## src/rtl/wb_wr_scheduler.sv

```systemverilog
`default_nettype none
// ============================================================================
// Module   : wb_wr_scheduler
// Brief    : Two-requester round-robin Wishbone write master. Each granted
//            request becomes one single-beat write (CYC/STB/WE), ended by
//            ACK_I (done_o) or by a bus timeout (err_o). A fixed idle gap
//            follows every transaction.
// Revision : 1.0 - initial release
// ============================================================================
module wb_wr_scheduler #(
    parameter int TIMEOUT = 64,   // max STB_O cycles without ACK_I (2..1023)
    parameter int GAP_CYC = 4     // idle cycles after each transaction (1..255)
) (
    input  logic        CLK_I,
    input  logic        RST_I,        // asynchronous, active-low

    input  logic [1:0]  req_i,
    input  logic [31:0] adr0_i,
    input  logic [31:0] adr1_i,
    input  logic [31:0] dat0_i,
    input  logic [31:0] dat1_i,
    output logic [1:0]  done_o,
    output logic [1:0]  err_o,
    input  logic        ser_busy_i,

    output logic        CYC_O,
    output logic        STB_O,
    output logic        WE_O,
    output logic [31:0] ADR_O,
    output logic [31:0] DAT_O,
    input  logic        ACK_I
);

    typedef enum logic [1:0] {
        ST_IDLE = 2'd0,
        ST_BUS  = 2'd1,
        ST_GAP  = 2'd2
    } state_t;

    // Terminal counts: the BUS counter starts at 0 on entry, so the last
    // permitted STB cycle is TIMEOUT-1; likewise for the gap counter.
    localparam logic [9:0] C_TO_LAST  = 10'(TIMEOUT - 1);
    localparam logic [7:0] C_GAP_LAST = 8'(GAP_CYC - 1);

    state_t      state_q, state_d;
    logic        cyc_q,   cyc_d;
    logic [31:0] adr_q,   adr_d;
    logic [31:0] dat_q,   dat_d;
    logic        last_q,  last_d;     // requester granted most recently
    logic [9:0]  tcnt_q,  tcnt_d;     // BUS cycles elapsed without ACK
    logic [7:0]  gcnt_q,  gcnt_d;     // GAP cycles elapsed
    logic [1:0]  done_q,  done_d;
    logic [1:0]  err_q,   err_d;

    logic        gnt_sel;             // requester chosen if a grant happens now
    logic [1:0]  owner_bit;           // one-hot of the current bus owner

    // Round-robin choice: on a tie the requester not granted last wins.
    // last_q resets to 1 so requester 0 wins the first tie.
    always_comb begin
        gnt_sel = 1'b0;
        case (req_i)
            2'b01:   gnt_sel = 1'b0;
            2'b10:   gnt_sel = 1'b1;
            2'b11:   gnt_sel = ~last_q;
            default: gnt_sel = 1'b0;
        endcase
    end

    assign owner_bit = last_q ? 2'b10 : 2'b01;

    // Next-state and next-output computation for the IDLE/BUS/GAP sequencer.
    always_comb begin
        state_d = state_q;
        cyc_d   = cyc_q;
        adr_d   = adr_q;
        dat_d   = dat_q;
        last_d  = last_q;
        tcnt_d  = tcnt_q;
        gcnt_d  = gcnt_q;
        done_d  = 2'b00;
        err_d   = 2'b00;

        case (state_q)
            ST_IDLE: begin
                // Requests are only looked at here; the serializer being
                // busy defers the grant without losing the request.
                if (!ser_busy_i && (req_i != 2'b00)) begin
                    state_d = ST_BUS;
                    cyc_d   = 1'b1;
                    last_d  = gnt_sel;
                    adr_d   = gnt_sel ? adr1_i : adr0_i;
                    dat_d   = gnt_sel ? dat1_i : dat0_i;
                    tcnt_d  = 10'd0;
                end
            end

            ST_BUS: begin
                // ACK is tested before the timeout so an ACK on the last
                // allowed cycle still completes successfully.
                if (ACK_I) begin
                    state_d = ST_GAP;
                    cyc_d   = 1'b0;
                    adr_d   = 32'd0;
                    dat_d   = 32'd0;
                    done_d  = owner_bit;
                    gcnt_d  = 8'd0;
                end else if (tcnt_q == C_TO_LAST) begin
                    state_d = ST_GAP;
                    cyc_d   = 1'b0;
                    adr_d   = 32'd0;
                    dat_d   = 32'd0;
                    err_d   = owner_bit;
                    gcnt_d  = 8'd0;
                end else begin
                    tcnt_d  = tcnt_q + 10'd1;
                end
            end

            ST_GAP: begin
                if (gcnt_q == C_GAP_LAST) begin
                    state_d = ST_IDLE;
                end else begin
                    gcnt_d  = gcnt_q + 8'd1;
                end
            end

            default: begin
                state_d = ST_IDLE;
                cyc_d   = 1'b0;
                adr_d   = 32'd0;
                dat_d   = 32'd0;
            end
        endcase
    end

    // State and output registers; reset aborts any transaction silently.
    always_ff @(posedge CLK_I or negedge RST_I) begin
        if (!RST_I) begin
            state_q <= ST_IDLE;
            cyc_q   <= 1'b0;
            adr_q   <= 32'd0;
            dat_q   <= 32'd0;
            last_q  <= 1'b1;
            tcnt_q  <= 10'd0;
            gcnt_q  <= 8'd0;
            done_q  <= 2'b00;
            err_q   <= 2'b00;
        end else begin
            state_q <= state_d;
            cyc_q   <= cyc_d;
            adr_q   <= adr_d;
            dat_q   <= dat_d;
            last_q  <= last_d;
            tcnt_q  <= tcnt_d;
            gcnt_q  <= gcnt_d;
            done_q  <= done_d;
            err_q   <= err_d;
        end
    end

    // Single-beat writes: CYC, STB and WE always move together.
    assign CYC_O  = cyc_q;
    assign STB_O  = cyc_q;
    assign WE_O   = cyc_q;
    assign ADR_O  = adr_q;
    assign DAT_O  = dat_q;
    assign done_o = done_q;
    assign err_o  = err_q;

endmodule
`default_nettype wire

```

## config.mk

```make
export PLATFORM = sky130hd
export DESIGN_NAME = wb_wr_scheduler
export DESIGN_NICKNAME = d
export VERILOG_FILES = /design/src/rtl/wb_wr_scheduler.sv
export SDC_FILE = /design/constraint.sdc
export NUM_CORES = 1
export LEC_CHECK = 0
export CAP_MARGIN = 20
export CORE_MARGIN = 2
export CORE_UTILIZATION = 24
export CTS_BUF_LIST = sky130_fd_sc_hd__clkbuf_8
export DETAILED_ROUTE_END_ITERATION = 10
export GPL_TIMING_DRIVEN = 0
export PLACE_DENSITY_LB_ADDON = 0.15
export SYNTH_ARGS = -nofsm -noshare
export SYNTH_HDL_FRONTEND = slang
export SYNTH_SLANG_ARGS = --single-unit
```

## constraint.sdc

```tcl
create_clock -name CLK_I -period 2 [get_ports CLK_I]
set_input_delay 0.4 -clock CLK_I [delete_from_list [all_inputs] [get_ports CLK_I]]
set_output_delay 0.4 -clock CLK_I [all_outputs]
set_load 0.01 [all_outputs]
```

==> metrics.log, run 1 <==
INFO  metric status = finished clean
INFO  metric drv_slew = 0
INFO  metric post-place-ws = -441 ps
INFO  metric cts.sinks = 90
INFO  metric cts_hold_buf = 0
INFO  metric dp_cells = 798
INFO  metric finalCritPeriodShare = between 90% and 100%
INFO  metric global_route.overflow_total = 0
INFO  metric setup_slack = 116 ps
INFO  metric grt_start_max_net_pins = 48
INFO  metric yosys_register_bits = 90
INFO  metric antenna_cells = 0
INFO  metric post_drt_wl_per_cell = 16.6 um
INFO  metric finalNetCount = about 720
INFO  metric gp_routability_congestion = 0.801
INFO  metric kind_of_path_behind_the_tightest_hold_check = input port to asynchronous set/reset pin
INFO  metric synth-edff-count = 0
INFO  metric floorplan.initialDensity = 24.2%
INFO  metric synthArstFlopShare = between 90% and 100%
INFO  metric fmax = 0.531 GHz
INFO  metric vias = 3,777
INFO  metric critical_path.endpoint_type = flop
INFO  metric layout-drive-gt1-share = 9.29%
INFO  metric die_area = between 0.015 and 0.02 mm2
INFO  metric yosys_warnings = 0
INFO  metric yosysSeqAreaShare = 52.1%
INFO  metric hold_viol_final = 0
INFO  metric cellPowerDensity = 555 mW/mm2
INFO  metric worst_slew_pin_slew = approximately 640 ps
INFO  metric drtPass1Iterations = 4
INFO  metric cts_made_buffers = 9
INFO  metric fp.dieW = 138 um
INFO  metric grt_first_pass_wirelength = 21.6 mm
INFO  metric dieHeight = approximately 140 um
INFO  metric std_cell_rows = 49
INFO  metric critical_path_peak_fanout = 10
INFO  metric htree_levels = 3
INFO  metric relSlewSlack = 57.2%
INFO  metric final_cell_mix = 202 x clkdlybuf4s50_1, 89 x dfrtp_1, 66 x mux2i_1
INFO  metric syn_inst = 364
INFO  metric path_clk_slew = 100 ps
INFO  metric fin_skew = 13.1 ps
INFO  metric design.core.area = 0.0178 mm2
INFO  metric placed_area = approximately 0.0067 mm2
INFO  metric timing.final.setup_violations = 0
INFO  metric synth_area = 0.00432 mm2
INFO  metric layout.cells.non_filler = around 820
INFO  metric cp-start-kind = flop
INFO  metric first_global_vias = 3,859
INFO  metric per_instance_average_area_after_synthesis = 11.9 um2
INFO  metric synth_cell_types = 45
INFO  metric dr.first_iter.drc_count = 170
INFO  metric avgViaCountPerCell = about 4.6
INFO  metric netlist_top_cells_area = dfrtp_1 52%, mux2i_1 15%, o2bb2ai_1 13%
INFO  metric dp_hpwl = a little over 10 mm
INFO  metric finalCoreUtilization = 39.3%
INFO  metric worst_ep_required_time = around 2300 ps
INFO  metric top_level_ports = 205
INFO  metric critical_path_arrival = around 2200 ps
INFO  metric largest_area_contributor_in_the_synthesized_netlist = dfrtp_1
INFO  metric reg2regPathDepth = 7
INFO  metric timing.setup.critical_path_class = flop to flop
INFO  metric rsz0062_at_grt = no
INFO  metric vdd_drop_max = 279 uV
INFO  metric worst_skew_pair.late_latency = 370 ps
INFO  metric grt.total_usage = between 10% and 20%
INFO  metric wl = 13.6 mm
INFO  metric number_of_antenna_violations_at_the_first_check_in_global_routing = 0
INFO  metric cts_tree = yes
INFO  metric drt_drc_violations_left = 0
INFO  metric ctsLongestPathBuffers = 2
INFO  metric postSynth.topFlopCell = dfrtp_1
INFO  metric postSynthNetCount = 500
INFO  metric layout_commonest_cell = clkdlybuf4s50_1
INFO  metric syn2layout_area_growth = 62.1%
INFO  metric antenna_left = 0
INFO  metric clockRootBuffer = clkbuf_8
INFO  metric finish.instance_area = between 0.007 and 0.008 mm2
INFO  metric synth.top_cell.area_share = 51.5%
INFO  metric total_leakage_power = 2.91 nW
INFO  metric maxCapViolCount = 0
INFO  metric placement.io_buffers = 203
INFO  metric finalCriticalPeriod = 1880 ps
[routing by layer]
| layer | part of all wire, % | track usage (%) |
|---|---|---|
| met1 | 46 | 18.7 |
| met4 | 1.5 | 4.46 |
| met3 | 5.1 | 3.12 |
| met2 | 47 | 23.1 |
| met5 | 0 | 0 |
[synthesized netlist by cell type (2+ instances only)]
| library cell | n |
|---|---|
| nor4_1 | 3 |
| o21a_1 | 2 |
| o21ai_0 | 6 |
| nor4b_1 | 2 |
| o31ai_1 | 2 |
| a21o_1 | 2 |
| a22o_1 | 8 |
| buf_4 | 2 |
| nand2_1 | 13 |
| mux2i_1 | 66 |
| nor2_1 | 16 |
| inv_1 | 4 |
| buf_2 | 16 |
| nor3_1 | 6 |
| nand4_1 | 10 |
| a21oi_1 | 2 |
| nand3_1 | 5 |
| dfrtp_1 | 89 |
| clkbuf_1 | 9 |
| ha_1 | 2 |
| nor2b_1 | 3 |
| o2bb2ai_1 | 64 |
| and3_1 | 4 |
| nand2b_1 | 4 |
| xnor2_1 | 4 |
[timing repair]
item | CTS | global route
pin swaps | 1 | 0
resized for setup | 3 | 28
setup endpoints to repair | 64 | 63
setup buffers | 2 | 5
cloned | 0 | 1
[final cells by class]
class | count | area [um2]
Timing Repair Buffer | 213 | 2140
Clock inverter | 7 | 52.6
Buffer | 26 | 180
Multi-Input combinational cell | 242 | 1950
Inverter | 5 | 18.8
Clock buffer | 9 | 124
Tap cell | 229 | 287
Fill cell | 1742 | 10800
Sequential cell | 90 | 2250
[worst paths after layout]
kind | startpoint | end | slack, ps
worst min register to register | ADR_O[9] | ADR_O[9] | 490
max in group asynchronous | RST_I | DAT_O[4] | 1300
worst max-delay path | tcnt_q[0] | ADR_O[4] | 120
worst min-delay path | RST_I | DAT_O[25] | 50
min in group CLK_I | ACK_I | done_o[0] | 310
worst max register to register | tcnt_q[0] | ADR_O[4] | 120
[state kept, by name, summed over array words and instances (netlist names)]
register and count:
last_q 1, CYC_O 1, ADR_O 32, done_o 2
gcnt_q 8, DAT_O 32, state_q 2, tcnt_q 10
err_o 2
[report_power, final]
group	internal [mW]	switching, mW
sequential	1.90	0.0459
combinational	0.513	0.273
clock	0.460	0.695
total	2.87	1.01
[critical path, stage by stage, from the launching register on]
cell and delay, ps:
dfrtp_1 410, ha_1 240, and3_1 210, a311o_1 320, a21oi_4 160, buf_12 160
buf_6 150, o2bb2ai_1 140
[through the flow]
step	TNS (ps)	hold WS (ps)	total power [mW]
global route	0	78.2	4.10
global placement	-290350	473	2.75
floorplan	0	104	2.23
detailed placement	-23310	468	2.76
CTS	0	46.3	3.96
finish	0	45.3	3.89
[cell families after synthesis]
logic type	count (synthesis)	share of synthesized area (%)
xor gates and xnor gates	5	1.01
adders and majority gates	2	0.579
DFF	90	52.1
buffers and inverters	32	3.42
AOI/OAI and AO/OA	96	18.6
and+or+nand+nor	72	8.74
muxes	67	15.5
Note: power is estimated with default switching activity, not from simulation.
==> run 2, diff against run 1 <==
- ABC_AREA: unset -> 1
- ABC_CLOCK_PERIOD_IN_PS: unset -> 2000
- CORE_UTILIZATION: 24 -> 44
==> metrics.log, run 2 <==
INFO  metric grt_start_max_net_pins = 69 (+44%)
INFO  metric synthArstFlopShare = 100% (unchanged)
INFO  metric floorplan.initialDensity = 44.7% (+20 points)
INFO  metric status = finished clean
INFO  metric placed_area = 0.00702 mm2 (+5.2%)
INFO  metric drtPass1Iterations = 4 (unchanged)
INFO  metric fp.dieW = 108 um (-22%)
INFO  metric gp_routability_congestion = 0.825 (+3.1%)
INFO  metric netlist_top_cells_area = dfrtp_1 47%, nand2_1 15%, nor2_1 11%
INFO  metric yosysSeqAreaShare = 47.1% (-5.0 points)
INFO  metric worst_slew_pin_slew = 504 ps (-138 ps)
INFO  metric synth.top_cell.area_share = 46.6% (-4.9 points)
INFO  metric syn_inst = 662 (+82%)
INFO  metric htree_levels = 3 (unchanged)
INFO  metric wl = 14.7 mm (+7.9%)
INFO  metric total_leakage_power = 3.44 nW (+18%)
INFO  metric finish.instance_area = 0.00723 mm2 (+3.2%)
INFO  metric clockRootBuffer = clkbuf_8
INFO  metric fin_skew = 11.9 ps (-1.21 ps)
INFO  metric relSlewSlack = 66.4% (+9.2 points)
INFO  metric avgViaCountPerCell = 4.99 (+8.4%)
INFO  metric dieHeight = 108 um (-22%)
INFO  metric first_global_vias = 4,948 (+28%)
INFO  metric die_area = 0.0117 mm2 (-39%)
INFO  metric layout.cells.non_filler = 1,024 (+25%)
INFO  metric drv_slew = 0 (unchanged)
INFO  metric placement.io_buffers = 204 (+0.49%)
INFO  metric finalCritPeriodShare = 94.0% (-0.22 points)
INFO  metric synthMostInstantiatedCell = nand2_1
INFO  metric largest_area_contributor_in_the_synthesized_netlist = dfrtp_1
INFO  metric maxCapViolCount = 0 (unchanged)
INFO  metric global_route.overflow_total = 0 (unchanged)
INFO  metric cts_tree = yes
INFO  metric grt_first_pass_wirelength = 23.3 mm (+7.7%)
INFO  metric cts.sinks = 90 (unchanged)
INFO  metric vias = 5,107 (+35%)
INFO  metric fmax = 0.532 GHz (+0.23%)
INFO  metric drt_drc_violations_left = 0 (unchanged)
INFO  metric finalCoreUtilization = 67.6% (+28 points)
INFO  metric number_of_antenna_violations_at_the_first_check_in_global_routing = 0 (unchanged)
INFO  metric layout-drive-gt1-share = 5.77% (-3.5 points)
INFO  metric layout_commonest_cell = clkdlybuf4s50_1
INFO  metric postSynth.topFlopCell = dfrtp_1
INFO  metric critical_path_peak_fanout = 10 (unchanged)
INFO  metric critical_path_arrival = 2130 ps (-40 ps)
INFO  metric postSynthNetCount = 798 (+60%)
INFO  metric setup_total_negative_slack = 0 ps (unchanged)
INFO  metric synthTopCellsByCount = 195 x nand2_1, 141 x nor2_1, 89 x dfrtp_1
INFO  metric timing.final.setup_violations = 0 (unchanged)
INFO  metric antenna_left = 0 (unchanged)
INFO  metric total_power = 8.75 mW (+130%)
INFO  metric critical_path.endpoint_type = flop
INFO  metric yosys_warnings = 0 (unchanged)
INFO  metric grt.total_usage = 25.1% (+11 points)
INFO  metric std_cell_rows = 38 (-22%)
INFO  metric rsz0062_at_grt = yes
INFO  metric cellPowerDensity = 1210 mW/mm2 (+120%)
INFO  metric design.core.area = 0.0107 mm2 (-40%)
INFO  metric yosys_register_bits = 90 (unchanged)
INFO  metric finalCriticalPeriod = 1880 ps (-4.38 ps)
INFO  metric worst_ep_required_time = 2250 ps (-40 ps)
INFO  metric synth-edff-count = 0 (unchanged)
INFO  metric path_clk_slew = 80 ps (-20 ps)
INFO  metric cp-start-kind = flop
INFO  metric cts_made_buffers = 9 (unchanged)
INFO  metric finalNetCount = 1,015 (+40%)
INFO  metric dp_cells = 1,007 (+26%)
INFO  metric vdd_drop_max = 603 uV (+120%)
INFO  metric hold_viol_final = 0 (unchanged)
INFO  metric post_drt_wl_per_cell = 14.3 um (-14%)
INFO  metric top_level_ports = 205 (unchanged)
INFO  metric antenna_cells = 0 (unchanged)
INFO  metric dr.first_iter.drc_count = 357 (+110%)
INFO  metric final_cell_mix = 203 x clkdlybuf4s50_1, 195 x nand2_1, 141 x nor2_1
INFO  metric timing.setup.critical_path_class = flop to flop
INFO  metric syn2layout_area_growth = 51.3%
INFO  metric worst_skew_pair.late_latency = 370 ps (about the same)
INFO  metric ctsLongestPathBuffers = 2 (unchanged)
INFO  metric dp_hpwl = 10.9 mm (+5.7%)
INFO  metric kind_of_path_behind_the_tightest_hold_check = input port to asynchronous set/reset pin
INFO  metric synth_cell_types = 26 (-42%)
INFO  metric synth_area = 0.00478 mm2 (+11%)
INFO  metric per_instance_average_area_after_synthesis = 7.22 um2 (-39%)
## run 2: changes by cell type in the layout (fill, tap and decap cells not counted), sizes merged, moves of 7 or more
cell / previous run / this run
nand4: 10 / 3
nand2: 13 / 197
inv: 6 / 17
a22o: 8 / 0
o21ai: 7 / 72
o2bb2ai: 64 / 0
nand3: 5 / 78
buf: 23 / 32
nor2: 17 / 142
mux2i: 66 / 0
## run 2: per-layer routing
layer  share of wire [%]  vias up  global-route usage [%]
li1                    -     2542                       -
met1                  42     2387                    31.0
met4                 2.0        0                    8.24
met2                  49      158                    43.8
met5                   0        -                       0
met3                 7.3       20                    5.55
## run 2: path summary, 6_finish.rpt
path / start / endpoint / slack (ps) / cells past startpoint
min: RST_I / ADR_O[16] / 480 / 2
min reg2reg: ADR_O[24] / ADR_O[24] / 480 / 2
max in group asynchronous: RST_I / last_q / 850 / 3
max reg2reg: last_q / ADR_O[8] / 120 / 8
min in group CLK_I: ADR_O[24] / ADR_O[24] / 480 / 2
max: last_q / ADR_O[8] / 120 / 8
## run 2: worst max-delay path, cell delays in order (launching register included)
cell and delay, ps:
dfstp_2 590, nand2_1 70, nand2_1 130, clkinvlp_4 280
clkbuf_1 270, o21ai_0 220, nor2_1 80, nand3_1 70
nand2_1 60
## run 2: logic make-up after synthesis
logic type	Yosys count	synth area share, %
AO/OA/AOI/OAI	74	7.80
buffers and inverters	62	6.83
flip-flops	90	47.1
adder cells (fa/ha/maj)	2	0.523
XOR/XNOR	7	1.28
AND/OR/NAND/NOR	427	36.4
## run 2: final cells by class
class	instances	area, um2
multi-input combinational	510	2200
sequential	90	2250
clock buffer	10	138
buffer	45	264
tap	140	175
fill	936	3460
inverter	17	67.6
timing repair buffer	206	2080
clock inverter	6	57.6
## run 2: stage by stage
stage / setup WS (ps) / hold WS [ps]
after global routing: -31.6 / 501
after floorplan: 478 / 104
after global placement: -2770 / 462
final: 121 / 478
after CTS: 41.4 / 488
after detailed placement: -284 / 323
## run 2: where the power goes
group | switching [mW] | internal, mW | total [mW]
logic | 2.52 | 2.10 | 4.62
registers | 0.413 | 2.46 | 2.88
clock network | 0.655 | 0.604 | 1.26
total | 3.59 | 5.16 | 8.75
## run 2: repair_timing
| action | in CTS | in global routing |
|---|---|---|
| endpoints found under the hold margin | 22 | 0 |
| hold buffers | 1 | 0 |
| setup buffers | 0 | 0 |
| resized for setup | 0 | 4 |
| setup endpoints to repair | 0 | 60 |
